===== config.mk =====
export PLATFORM = sky130hd
export DESIGN_NAME = platform_generator
export DESIGN_NICKNAME = d
export VERILOG_FILES = /design/src/rtl/doodle_pkg.sv /design/src/rtl/platform_lfsr.sv /design/src/rtl/platform_generator.sv
export SDC_FILE = /design/constraint.sdc
export NUM_CORES = 1
export LEC_CHECK = 0
export CAP_MARGIN = 15
export CORE_AREA = 2 2 206 208
export CTS_CLUSTER_SIZE = 14
export DETAILED_ROUTE_END_ITERATION = 10
export DIE_AREA = 0 0 208 210
export GPL_TIMING_DRIVEN = 0
export PLACE_DENSITY_LB_ADDON = 0.12
export SYNTH_ARGS = -nofsm -noshare
export SYNTH_HDL_FRONTEND = slang
export SYNTH_SLANG_ARGS = --single-unit
export TNS_END_PERCENT = 1

===== constraint.sdc =====
create_clock -name clk -period 6.4 [get_ports clk]
set_clock_uncertainty 0.1 [all_clocks]
set_input_delay 1.28 -clock clk [delete_from_list [all_inputs] [get_ports clk]]
set_output_delay 1.28 -clock clk [all_outputs]
set_load 0.1 [all_outputs]

===== src/rtl/doodle_pkg.sv =====
// Shared constants, state encoding and LFSR parameters for the platform generator.
// Latency: n/a (package only).
// Backpressure: n/a (package only).
package doodle_pkg;

  // Default playfield and platform geometry
  localparam int DEF_SCREEN_WIDTH  = 400;
  localparam int DEF_SCREEN_HEIGHT = 700;
  localparam int DEF_BLOCK_WIDTH   = 40;
  localparam int DEF_SLOTS         = 8;

  // 16-bit Fibonacci LFSR, polynomial taps 16,14,13,11. The register shifts
  // right, so polynomial tap t sits at bit (16 - t): bits 0, 2, 3 and 5.
  localparam logic [15:0] LFSR_SEED = 16'hACE1;
  localparam logic [15:0] LFSR_TAPS = 16'h002D;

  typedef enum logic [2:0] {
    ST_IDLE    = 3'd0,
    ST_INIT    = 3'd1,
    ST_READY   = 3'd2,
    ST_SCROLL  = 3'd3,
    ST_RESPAWN = 3'd4
  } state_t;

endpackage


===== src/rtl/platform_lfsr.sv =====
// Pseudo-random platform X generator: 16-bit Fibonacci LFSR plus range reduction.
// Latency: x is combinational from the current LFSR value; advance/load take effect on the next edge.
// Backpressure: none; the LFSR only moves when advance or load is asserted.
// Ports: clk, rst_n (async, active-low), advance (step LFSR), load (take seed,
//        zero replaced by LFSR_SEED), seed[15:0], x[8:0] (in 0..X_RANGE-1).
module platform_lfsr
  import doodle_pkg::*;
#(
  parameter int X_RANGE = DEF_SCREEN_WIDTH - DEF_BLOCK_WIDTH + 1
) (
  input  logic        clk,
  input  logic        rst_n,
  input  logic        advance,
  input  logic        load,
  input  logic [15:0] seed,
  output logic [8:0]  x
);

  localparam logic [9:0] XR = X_RANGE[9:0];

  logic [15:0] lfsr_q;
  logic [15:0] lfsr_d;
  logic        fb;
  logic [8:0]  raw;

  always_comb begin
    fb     = ^(lfsr_q & LFSR_TAPS);
    lfsr_d = lfsr_q;
    if (load) begin
      // An all-zero state would lock the LFSR up, so fall back to the default seed
      lfsr_d = (seed == 16'h0000) ? LFSR_SEED : seed;
    end else if (advance) begin
      lfsr_d = {fb, lfsr_q[15:1]};
    end
  end

  always_ff @(posedge clk or negedge rst_n) begin
    if (!rst_n) begin
      lfsr_q <= LFSR_SEED;
    end else begin
      lfsr_q <= lfsr_d;
    end
  end

  // 9 raw bits cover 0..511; one conditional subtraction folds them into range
  always_comb begin
    raw = lfsr_q[8:0];
    if ({1'b0, raw} >= XR) begin
      x = raw - XR[8:0];
    end else begin
      x = raw;
    end
  end

endmodule


===== src/rtl/platform_generator.sv =====
// Platform table generator: builds, scrolls and respawns a SLOTS-entry table of platforms.
// Latency: INIT takes SLOTS cycles; every accepted scroll takes exactly 2*SLOTS cycles to READY.
// Backpressure: scroll_ready is high only in READY; scroll_valid is ignored in every other state.
// Ports: clk, rst_n (async, active-low), start (pulse), scroll_valid/scroll_ready/scroll_amt[9:0]
//        (handshake), blocks_x/blocks_y (SLOTS x 32, packed, slot i at [i*32 +: 32]),
//        block_active[SLOTS], busy. Optional seed[15:0] with PLATGEN_SEED_LOAD_EN defined.
module platform_generator
  import doodle_pkg::*;
#(
  parameter int SCREEN_WIDTH  = DEF_SCREEN_WIDTH,
  parameter int SCREEN_HEIGHT = DEF_SCREEN_HEIGHT,
  parameter int BLOCK_WIDTH   = DEF_BLOCK_WIDTH,
  parameter int SLOTS         = DEF_SLOTS
) (
  input  logic                  clk,
  input  logic                  rst_n,
  input  logic                  start,
  input  logic                  scroll_valid,
  input  logic [9:0]            scroll_amt,
`ifdef PLATGEN_SEED_LOAD_EN
  input  logic [15:0]           seed,
`endif
  output logic                  scroll_ready,
  output logic [SLOTS*32-1:0]   blocks_x,
  output logic [SLOTS*32-1:0]   blocks_y,
  output logic [SLOTS-1:0]      block_active,
  output logic                  busy
);

  localparam int          SPACING = SCREEN_HEIGHT / SLOTS;
  localparam int          X_RANGE = SCREEN_WIDTH - BLOCK_WIDTH + 1;
  localparam int          IW      = (SLOTS > 1) ? $clog2(SLOTS) : 1;
  localparam logic [IW-1:0] LAST  = IW'(SLOTS - 1);

  state_t                   state_q, state_d;
  logic [IW-1:0]            idx_q, idx_d;
  logic [9:0]               amt_q, amt_d;
  logic [SLOTS-1:0][31:0]   x_q, x_d;
  logic [SLOTS-1:0][31:0]   y_q, y_d;
  logic [SLOTS-1:0]         act_q, act_d;

  logic                     lfsr_adv;
  logic                     lfsr_load;
  logic [15:0]              lfsr_seed;
  logic [8:0]               lfsr_x;
  logic                     last;
  logic [31:0]              y_new;

`ifdef PLATGEN_SEED_LOAD_EN
  localparam logic SEED_LOAD = 1'b1;
  assign lfsr_seed = seed;
`else
  // Without seed loading the LFSR just carries on from where it was
  localparam logic SEED_LOAD = 1'b0;
  assign lfsr_seed = LFSR_SEED;
`endif

  platform_lfsr #(
    .X_RANGE (X_RANGE)
  ) u_lfsr (
    .clk     (clk),
    .rst_n   (rst_n),
    .advance (lfsr_adv),
    .load    (lfsr_load),
    .seed    (lfsr_seed),
    .x       (lfsr_x)
  );

  always_comb begin
    state_d   = state_q;
    idx_d     = idx_q;
    amt_d     = amt_q;
    x_d       = x_q;
    y_d       = y_q;
    act_d     = act_q;
    lfsr_adv  = 1'b0;
    lfsr_load = 1'b0;
    last      = (idx_q == LAST);
    y_new     = y_q[idx_q] + {22'b0, amt_q};

    unique case (state_q)
      ST_IDLE: begin
        if (start) begin
          state_d   = ST_INIT;
          idx_d     = '0;
          lfsr_load = SEED_LOAD;
        end
      end

      ST_INIT: begin
        x_d[idx_q]   = {23'b0, lfsr_x};
        y_d[idx_q]   = 32'(idx_q) * 32'(SPACING);
        act_d[idx_q] = 1'b1;
        lfsr_adv     = 1'b1;
        idx_d        = idx_q + IW'(1);
        if (last) begin
          state_d = ST_READY;
          idx_d   = '0;
        end
      end

      ST_READY: begin
        // A restart takes priority over a simultaneous scroll offer
        if (start) begin
          state_d   = ST_INIT;
          idx_d     = '0;
          lfsr_load = SEED_LOAD;
        end else if (scroll_valid) begin
          state_d = ST_SCROLL;
          idx_d   = '0;
          amt_d   = scroll_amt;
        end
      end

      ST_SCROLL: begin
        if (act_q[idx_q]) begin
          if (y_new >= 32'(SCREEN_HEIGHT)) begin
            act_d[idx_q] = 1'b0;
            y_d[idx_q]   = '0;
          end else begin
            y_d[idx_q]   = y_new;
          end
        end
        idx_d = idx_q + IW'(1);
        if (last) begin
          state_d = ST_RESPAWN;
          idx_d   = '0;
        end
      end

      ST_RESPAWN: begin
        // Every slot is visited even if active, keeping latency independent of amt
        if (!act_q[idx_q]) begin
          x_d[idx_q]   = {23'b0, lfsr_x};
          y_d[idx_q]   = '0;
          act_d[idx_q] = 1'b1;
          lfsr_adv     = 1'b1;
        end
        idx_d = idx_q + IW'(1);
        if (last) begin
          state_d = ST_READY;
          idx_d   = '0;
        end
      end

      default: begin
        state_d = ST_IDLE;
        idx_d   = '0;
      end
    endcase
  end

  always_ff @(posedge clk or negedge rst_n) begin
    if (!rst_n) begin
      state_q <= ST_IDLE;
      idx_q   <= '0;
      amt_q   <= '0;
      x_q     <= '0;
      y_q     <= '0;
      act_q   <= '0;
    end else begin
      state_q <= state_d;
      idx_q   <= idx_d;
      amt_q   <= amt_d;
      x_q     <= x_d;
      y_q     <= y_d;
      act_q   <= act_d;
    end
  end

  assign blocks_x     = x_q;
  assign blocks_y     = y_q;
  assign block_active = act_q;
  assign scroll_ready = (state_q == ST_READY);
  assign busy         = (state_q == ST_INIT) || (state_q == ST_SCROLL) ||
                        (state_q == ST_RESPAWN);

endmodule


# [Word-level counts from Yosys, hierarchy flattened]
# Index checks and enable logic that the tools add are counted.
[totals] ff_bits=552 output_inout_bits=522
[op_classes] n_addsub=3 multipliers=1 n_lt_le_gt_ge=4 n_eq_ne=12 mux=35 bitwise=6 n_reduce_logical=15
[ops] cell="two-way mux 256 bit" n=4
[ops] cell="bitwise mux 256 bit" n=3
[ops] cell="one-hot mux 256 bit (3 select lines)" n=1
[ops] cell="one-hot mux 256 bit (2 select lines)" n=1
[ops] cell="bitwise AND 256 bit" n=1
[ops] cell="inverter 256 bit" n=1
[ops] cell="binary-select mux 32 bit (select 3 bit)" n=1
[ops] cell="demux 32 bit (select 3 bit)" n=1
[ops] cell="two-way mux 32 bit" n=2
[ops] cell="adder 32 x 10 -> 32 bit" n=1
[ops] cell=">= comparator 32 x 10 -> 1 bit (second input constant)" n=1
[ops] cell="two-way mux 3 bit" n=9
[ops] cell="two-way mux 8 bit" n=3
[ops] cell="one-hot mux 8 bit (3 select lines)" n=1
[ops] cell="XOR reduction 16 bit" n=1
[ops] cell="one-hot mux 3 bit (4 select lines)" n=1
[ops] cell="multiplier 3 x 7 -> 10 bit (second input constant)" n=1
[ops] cell="inequality test 2 bit (second input constant)" n=5
[ops] cell=">= comparator 9 bit (second input constant)" n=1
[ops] cell="two-way mux 9 bit" n=1
[ops] cell="one-hot mux 3 bit (3 select lines)" n=1
[ops] cell="subtractor 9 bit (second input constant)" n=1
[ops] cell="bitwise AND 8 bit" n=1
[ops] cell="inverter 8 bit" n=1
[ops] cell="other kinds (24)" n=32

# [Longest topological paths before layout]
# Gate-level depths: netlist of run 1.
[logic_depth] ltp_word=9 depth_mapped=22 mapped_depth_nobuf=15

# [Cells and area by module]
# Synthesis of run 1 repeated with hierarchy kept, for this count alone.
[hier_totals] hier_cells=1692 hier_area_um2=18600.3
[modules_own_cells] mod="platform_generator" instances=1 cells_each=1575 area_per_inst_um2=17494.3 seq_area_each_um2=8808.4
[modules_own_cells] mod="platform_lfsr" instances=1 cells_each=117 area_per_inst_um2=1106.1 seq_area_each_um2=410.4

# [Least setup slack after synthesis of run 1]
# No wires, ideal clock.
[synth_timing] kind="register -> register" start="reg idx_q[0]" end="reg y_q (netlist bit blocks_y[233])" setup_time_ns=0.096 t_arrival_ns=5.322 slack_ns=0.882 stages_incl_launch_ff=22 n_path_buf=8 cell_sequence="dfrtp_1 > buf_4 > buf_8 > buf_4 > buf_1 > buf_1 > mux4_2 > nand2_1 > nand2_1 > ha_1 > clkbuf_1 > a21o_1 > a31oi_1 > nand2_1 > xnor2_1 > o41a_1 > o221ai_1 > nor4_4 > nand3_2 > buf_6 > buf_2 > o31ai_1"
[synth_via] elab_chain_cells=9
[synth_lines] item="start, declared" line_no="platform_generator.sv:36" source="logic [IW-1:0] idx_q, idx_d;"
[synth_lines] item="start signal, assigned" line_no="platform_generator.sv:163" source="idx_q <= idx_d;"
[synth_lines] item="branches (longest 9 deep; another with adder 32 x 10 -> 32 bit)"
[synth_lines] item="end signal, assigned" line_no="platform_generator.sv:166" source="y_q <= y_d;"
[synth_lines] item="end, declared" line_no="platform_generator.sv:39" source="logic [SLOTS-1:0][31:0] y_q, y_d;"
# Several ways; the timed one is not identified. The select of a mux whose other input is x is not followed.
# A chain may end at the register's enable or synchronous reset.

# [Worst setup path after layout of run 1]
[layout_timing] start="reg idx_q[1]" end="reg y_q (netlist bit blocks_y[32])"
# The elaborated chain is that of the path after synthesis.

==> results.toml, run 1 <==
[sta]
drv_slew = 0
fin_crit_sh = 0.941
worstMarginPinSlew_ps = 1210
clock.fmax_ghz = 0.166
rsz0062_at_grt = "false"
setup_violations = 0
slew_headroom = 0.188
hold_viol = 0
layout_min_cycle_time_ps = 6020

[clock_tree]
cts_hold_buf = 0
htree_levels = 2
cts_buffers = 41
clkTransAtPathRegs_ps = 60
clk_latency_ps = 570
cts_setup_buffers = 0
cts_tree = "yes"
clock-sinks = 368
cts_root_buffer = "clkbuf_16"
clockBufferDepth = 3

[drt]
post-route-drc-count = 0
routed_via_density = 5.24
drt_iter0_markers = 1090
wl_per_cell_um = 22.5
ant_nets = 0
vias = 14700
dr.pass1.iters = 5
routed_wl_um = 63000

[synthesis]
synth_adder_area_share = 0.0213
syn-cell-area_sq_mm = 0.0185
synth_most_common_cell = "dfrtp_1"
synth_top_area_frac = 0.488
netlist_top_cells_count = "360 x dfrtp_1, 188 x and2_1, 187 x buf_4, 141 x nand2_1, 91 x nor2_1"
synthMuxAreaShare = 0.125
synth_seq_cells = 368
postSynthCellCount = 1648
avgSynthCellArea_sq_um = 11.2
yosysWarnings = 0
synthFlopType = "dfrtp_1"
async_flop_share = 1.00
synth_edf_count = 0
synthXorXnorAreaFrac = 0.0133
ys_types = 70
yosysTopAreaCell = "dfrtp_1"
yosys-top-cells-area = "dfrtp_1 49%, mux4_2 8.0%, buf_4 7.6%"
synth-simple-area-share = 0.138
synth_top_family_by_area = "simple AND/OR/NAND/NOR gates"
synth_compound_area_frac = 0.101
ys_seq_area_frac = 0.499

[worst_setup_path]
r2r_slack_ps = 380
crit_path_frequent_cell = "nand2_1"
slowest_delay_ps = 590
worst_ep_arrival_time_ps = 6360
r2r-end = "blocks_y[32]"
r2r_cells = 18
start_kind = "register"
slowest_stage = "xnor2_2"
critPathLaunch = "idx_q[1]"
path_class = "reg2reg"
crit_path_end_kind = "register"
crit_chain = "buf_2 > buf_6 > buf_2 > mux4_2 > nand2_1 > nand2_1 > ha_1 > clkbuf_1 > a21o_1 > a31oi_1 > nand2_1 > xnor2_2 > o41a_1 > o221ai_1 > nor4_4 > nand3_2 > clkbuf_1 > o31ai_1"
crit_required_ps = 6740
crit_fanout = 19
r2r-start = "idx_q[1]"

[cells_and_area]
seq_area_sq_mm = 0.00922
syn_to_final_growth_pct = 34.4
fin_nets = 2269
fillers = 3461
drive_above_1_share = 0.182
finish.utilization = 0.599
multi_input_area_sq_mm = 0.00807

[floorplanning]
start_util = 0.445
die_w_um = 208
core_area_sq_mm = 0.0415
rows = 75
die_area_sq_mm = 0.0437
top_level_ports = 536
die_y_um = 210

[placement]
place_congestion = 0.920
port-buffer-count = 351
place_hpwl_um = 46300

[global_route]
grt.total_usage = 0.284
grt_pass1_vias = 14400
antenna_found_initial = 2
grt_pass1_wl_um = 93400
grt-ovfl-total = 0
grt_max_degree = 121

[status]
status = "finished clean"

[worst_hold_path]
hold_path.startpoint = "blocks_x[194]"
holdPathStages = 2
whs_endpoint = "blocks_x[194]"
hold_class = "reg2reg"

[flow_run]
maxCapViolations = 0
## layout by cell type (no fill, tap or decap), drive strengths merged, types with 4 or more instances in the layout
cell	n
a211oi	4
mux4	66
nand2	141
fa	4
nand3	18
clkinv	13
o31ai	67
or3	5
dfstp	8
inv	21
a21o	8
ha	25
a31oi	17
conb	184
nor4	8
a21oi	75
mux2	33
a41o	6
mux2i	45
xnor2	16
nand4	10
buf	212
dfrtp	360
nor3	10
clkdlybuf4s50	350
and2	189
xor2	12
o21ai	74
nor2	91
clkbuf	124
nand2b	4
a22o	8
## stage by stage
stage                     setup TNS [ps]  instance area, sq um  hold WS (ps)  worst slack (ps)  cells
after floorplan                        0                 19200           375               882   1831
after global placement          -4555130                 23300           363            -12270   2721
after detailed placement         -110350                 23400           369             -1400   2724
after CTS                              0                 24800           383              37.3   2796
after global routing                   0                 24800           405              35.1   2796
final                                  0                 24800           377               379   2797
## critical path, delay by kind of cell (launching register included)
| family | cells | cell delay, ps |
|---|---|---|
| XOR/XNOR | 1 | 590 |
| adder cells (fa/ha/maj) | 1 | 310 |
| AND/OR/NAND/NOR | 5 | 920 |
| multiplexers | 1 | 370 |
| flip-flops | 1 | 520 |
| AO/OA/AOI/OAI | 5 | 1330 |
| buffers and inverters | 5 | 1750 |
## sequential cells by signal, indices dropped and copies added, names as in the netlist, named ones only
register       cells
state_q            3
blocks_x          72
blocks_y         256
amt_q             10
u_lfsr.lfsr_q     16
idx_q              3
## layer usage
metal	global-route usage	routed length, um
met5	0	27
met2	0.452	29800
met1	0.376	25500
met3	0.0638	5200
met4	0.123	2540
## final cells by class
class	count	area share
diodes	1	0.000101
repair buffers	356	0.146
plain buffers	274	0.0728
flip-flops and latches	368	0.371
well taps	539	0.0272
inverters	21	0.00317
clock buffers	57	0.0474
clock inverters	17	0.00731
multi-input cells	1164	0.325
## worst max path at each step
stage	endpoint	slack, ps	depth (start not counted)
final	blocks_y[32]	380	18
after global routing	blocks_y[64]	40	19
after CTS	blocks_y[32]	40	19
after detailed placement	blocks_y[35]	-1400	20
after global placement	blocks_y[8]	-12270	1
after floorplan	blocks_y[233]	880	21
## logic make-up (layout without fill, tap and decap cells)
logic type | Yosys count | after routing
compound gates | 287 | 287
xor+xnor | 28 | 28
flops | 368 | 368
simple gates | 492 | 492
other cells | 1 | 185
mux | 144 | 144
fa+ha+maj | 29 | 29
buf+inv | 299 | 725
## repair_timing
item / 4_1_cts / 5_1_grt
pin swaps: 0 / 0
gates resized for setup: 10 / 9
cloned: 0 / 0
endpoints found under the setup margin: 88 / 88
Power of run 1 is left out: the tool's default activity adds up to more than one toggle a clock period on the data nets, which glitch-free logic cannot reach.
==> run 2, diff against run 1 <==
- CAP_MARGIN: 15 -> default
==> run 2 against run 1 <==
Register-to-register slack hardly changed; utilization barely moved; global-route usage unchanged; non-clock buffer count shrank 2; sequential share of layout area about the same; routed wire length about the same; flip-flop and latch count did not move; final cell count hardly changed; hold slack hardly changed; critical path depth unchanged; first-iteration DRC count up 6.1%; critical path type unchanged.
==> results.toml, run 2 (same netlist as run 1, synthesis figures left out) <==
[cells_and_area]
finish.utilization = 0.598
largest_register_ffs = 256
final_cell_mix = "360 x dfrtp_1, 350 x clkdlybuf4s50_1, 188 x and2_1"
final_common_cell = "dfrtp_1"
final_cell_area_sq_mm = 0.0248
fillers = 3464
fin_cells = 2795
fin_nets = 2267
syn_to_final_growth_pct = 34.3
drive_above_1_share = 0.181

[sta]
rsz0062_at_grt = "false"
worstMarginPinSlew_ps = 1210
clock.fmax_ghz = 0.166
drv_slew = 0
layout_min_cycle_time_ps = 6010
setup_violations = 0
slew_headroom = 0.193
fin_crit_sh = 0.939
hold_viol = 0

[clock_tree]
clk_latency_ps = 570
htree_levels = 2
clockBufferDepth = 3
clock-sinks = 368
cts_buffers = 41
cts_hold_buf = 0
cts_root_buffer = "clkbuf_16"
cts_tree = "yes"
clkTransAtPathRegs_ps = 60

[global_route]
grt.total_usage = 0.284
grt_max_degree = 121
grt_pass1_wl_um = 93400
antenna_found_initial = 2
grt_pass1_vias = 14400
grt-ovfl-total = 0

[floorplanning]
start_util = 0.445
die_y_um = 210
die_area_sq_mm = 0.0437
core_area_sq_mm = 0.0415
die_w_um = 208
top_level_ports = 536
rows = 75

[worst_setup_path]
crit_fanout = 19
path_buf_inv = 6
crit_path_frequent_cell = "nand2_1"
critPathTopFamily = "buffers and inverters"
crit_path_end_kind = "register"
start_kind = "register"
worst_ep_arrival_time_ps = 6370
slowest_delay_ps = 500
crit_chain = "clkbuf_4 > buf_2 > inv_1 > clkbuf_2 > nand2_1 > nand2_1 > ha_1 > clkbuf_1 > a21o_1 > nand2_1 > a31oi_1 > o21bai_1 > nor4_1 > xnor2_1 > nor4_4 > nand3_2 > clkbuf_1 > o31ai_1"
slowest_stage = "dfrtp_1"
crit_required_ps = 6760
path_class = "reg2reg"

[placement]
port-buffer-count = 351
dpl.cell_count = 2724
dpl-instance-area_sq_mm = 0.0234
place_congestion = 0.920
place_hpwl_um = 46300

[drt]
dr.pass1.iters = 5
routed_wl_um = 63000
routed_via_density = 5.23
wl_per_cell_um = 22.5
drt_iter0_markers = 1157
vias = 14600
ant_nets = 0
post-route-drc-count = 0

[flow_run]
maxCapViolations = 0

[worst_hold_path]
hold_class = "reg2reg"

[status]
status = "finished clean"
==> run 2: cell types whose count changed in the layout (fill, tap and decap cells not counted) <==
cell,before,now
dlymetal6s2s_1,1,0
buf_4,187,186
==> run 2: through the flow <==
stage	worst slack, ps	hold WS (ps)	TNS [ps]
after floorplan	882	375	0
after global placement	-12270	363	-4555130
after detailed placement	-1400	369	-110350
after CTS	37.3	383	0
after global routing	35.1	405	0
final	391	377	0
==> run 2: final cells by class <==
type	instances	area [sq um]	area share
Sequential cell	368	9220	0.372
Clock buffer	57	1180	0.0475
Tap cell	539	674	0.0272
Buffer	274	1810	0.0728
Antenna cell	1	2.50	0.000101
Multi-Input combinational cell	1164	8070	0.325
Inverter	21	78.8	0.00318
Clock inverter	17	181	0.00731
Timing Repair Buffer	354	3600	0.145
==> run 2: final timing paths <==
check / from / to / slack [ps] / depth (start not counted)
max: idx_q[2] / blocks_y[72] / 390 / 18
min: blocks_x[194] / blocks_x[194] / 380 / 2
max reg2reg: idx_q[2] / blocks_y[72] / 390 / 18
min reg2reg: blocks_x[194] / blocks_x[194] / 380 / 2
max in group asynchronous: rst_n / blocks_y[35] / 4280 / 3
min in group asynchronous: rst_n / blocks_y[245] / 500 / 1
==> run 2: worst reg2reg max path, delay by kind of cell (launching register included) <==
kind / cells / cell delay (ps)
buffers and inverters: 6 / 2180
AND/OR/NAND/NOR: 6 / 1450
AO/OA/AOI/OAI: 4 / 1190
flip-flops: 1 / 500
adder cells (fa/ha/maj): 1 / 320
XOR/XNOR: 1 / 160
==> run 2: routing by layer <==
metal / global-route usage / part of all wire / up-vias
met2: 0.452 / 0.47 / 706
met1: 0.376 / 0.41 / 7231
met5: 0 / 0.00043 / -
li1: - / - / 6549
met4: 0.123 / 0.039 / 4
met3: 0.0638 / 0.080 / 129
==> run 2: timing repair <==
item	in CTS	in global routing
buffers inserted	0	0
pin swaps	0	0
endpoints found under the setup margin	88	88
gates resized for setup	10	9
Power of run 2 is left out for the same reason.
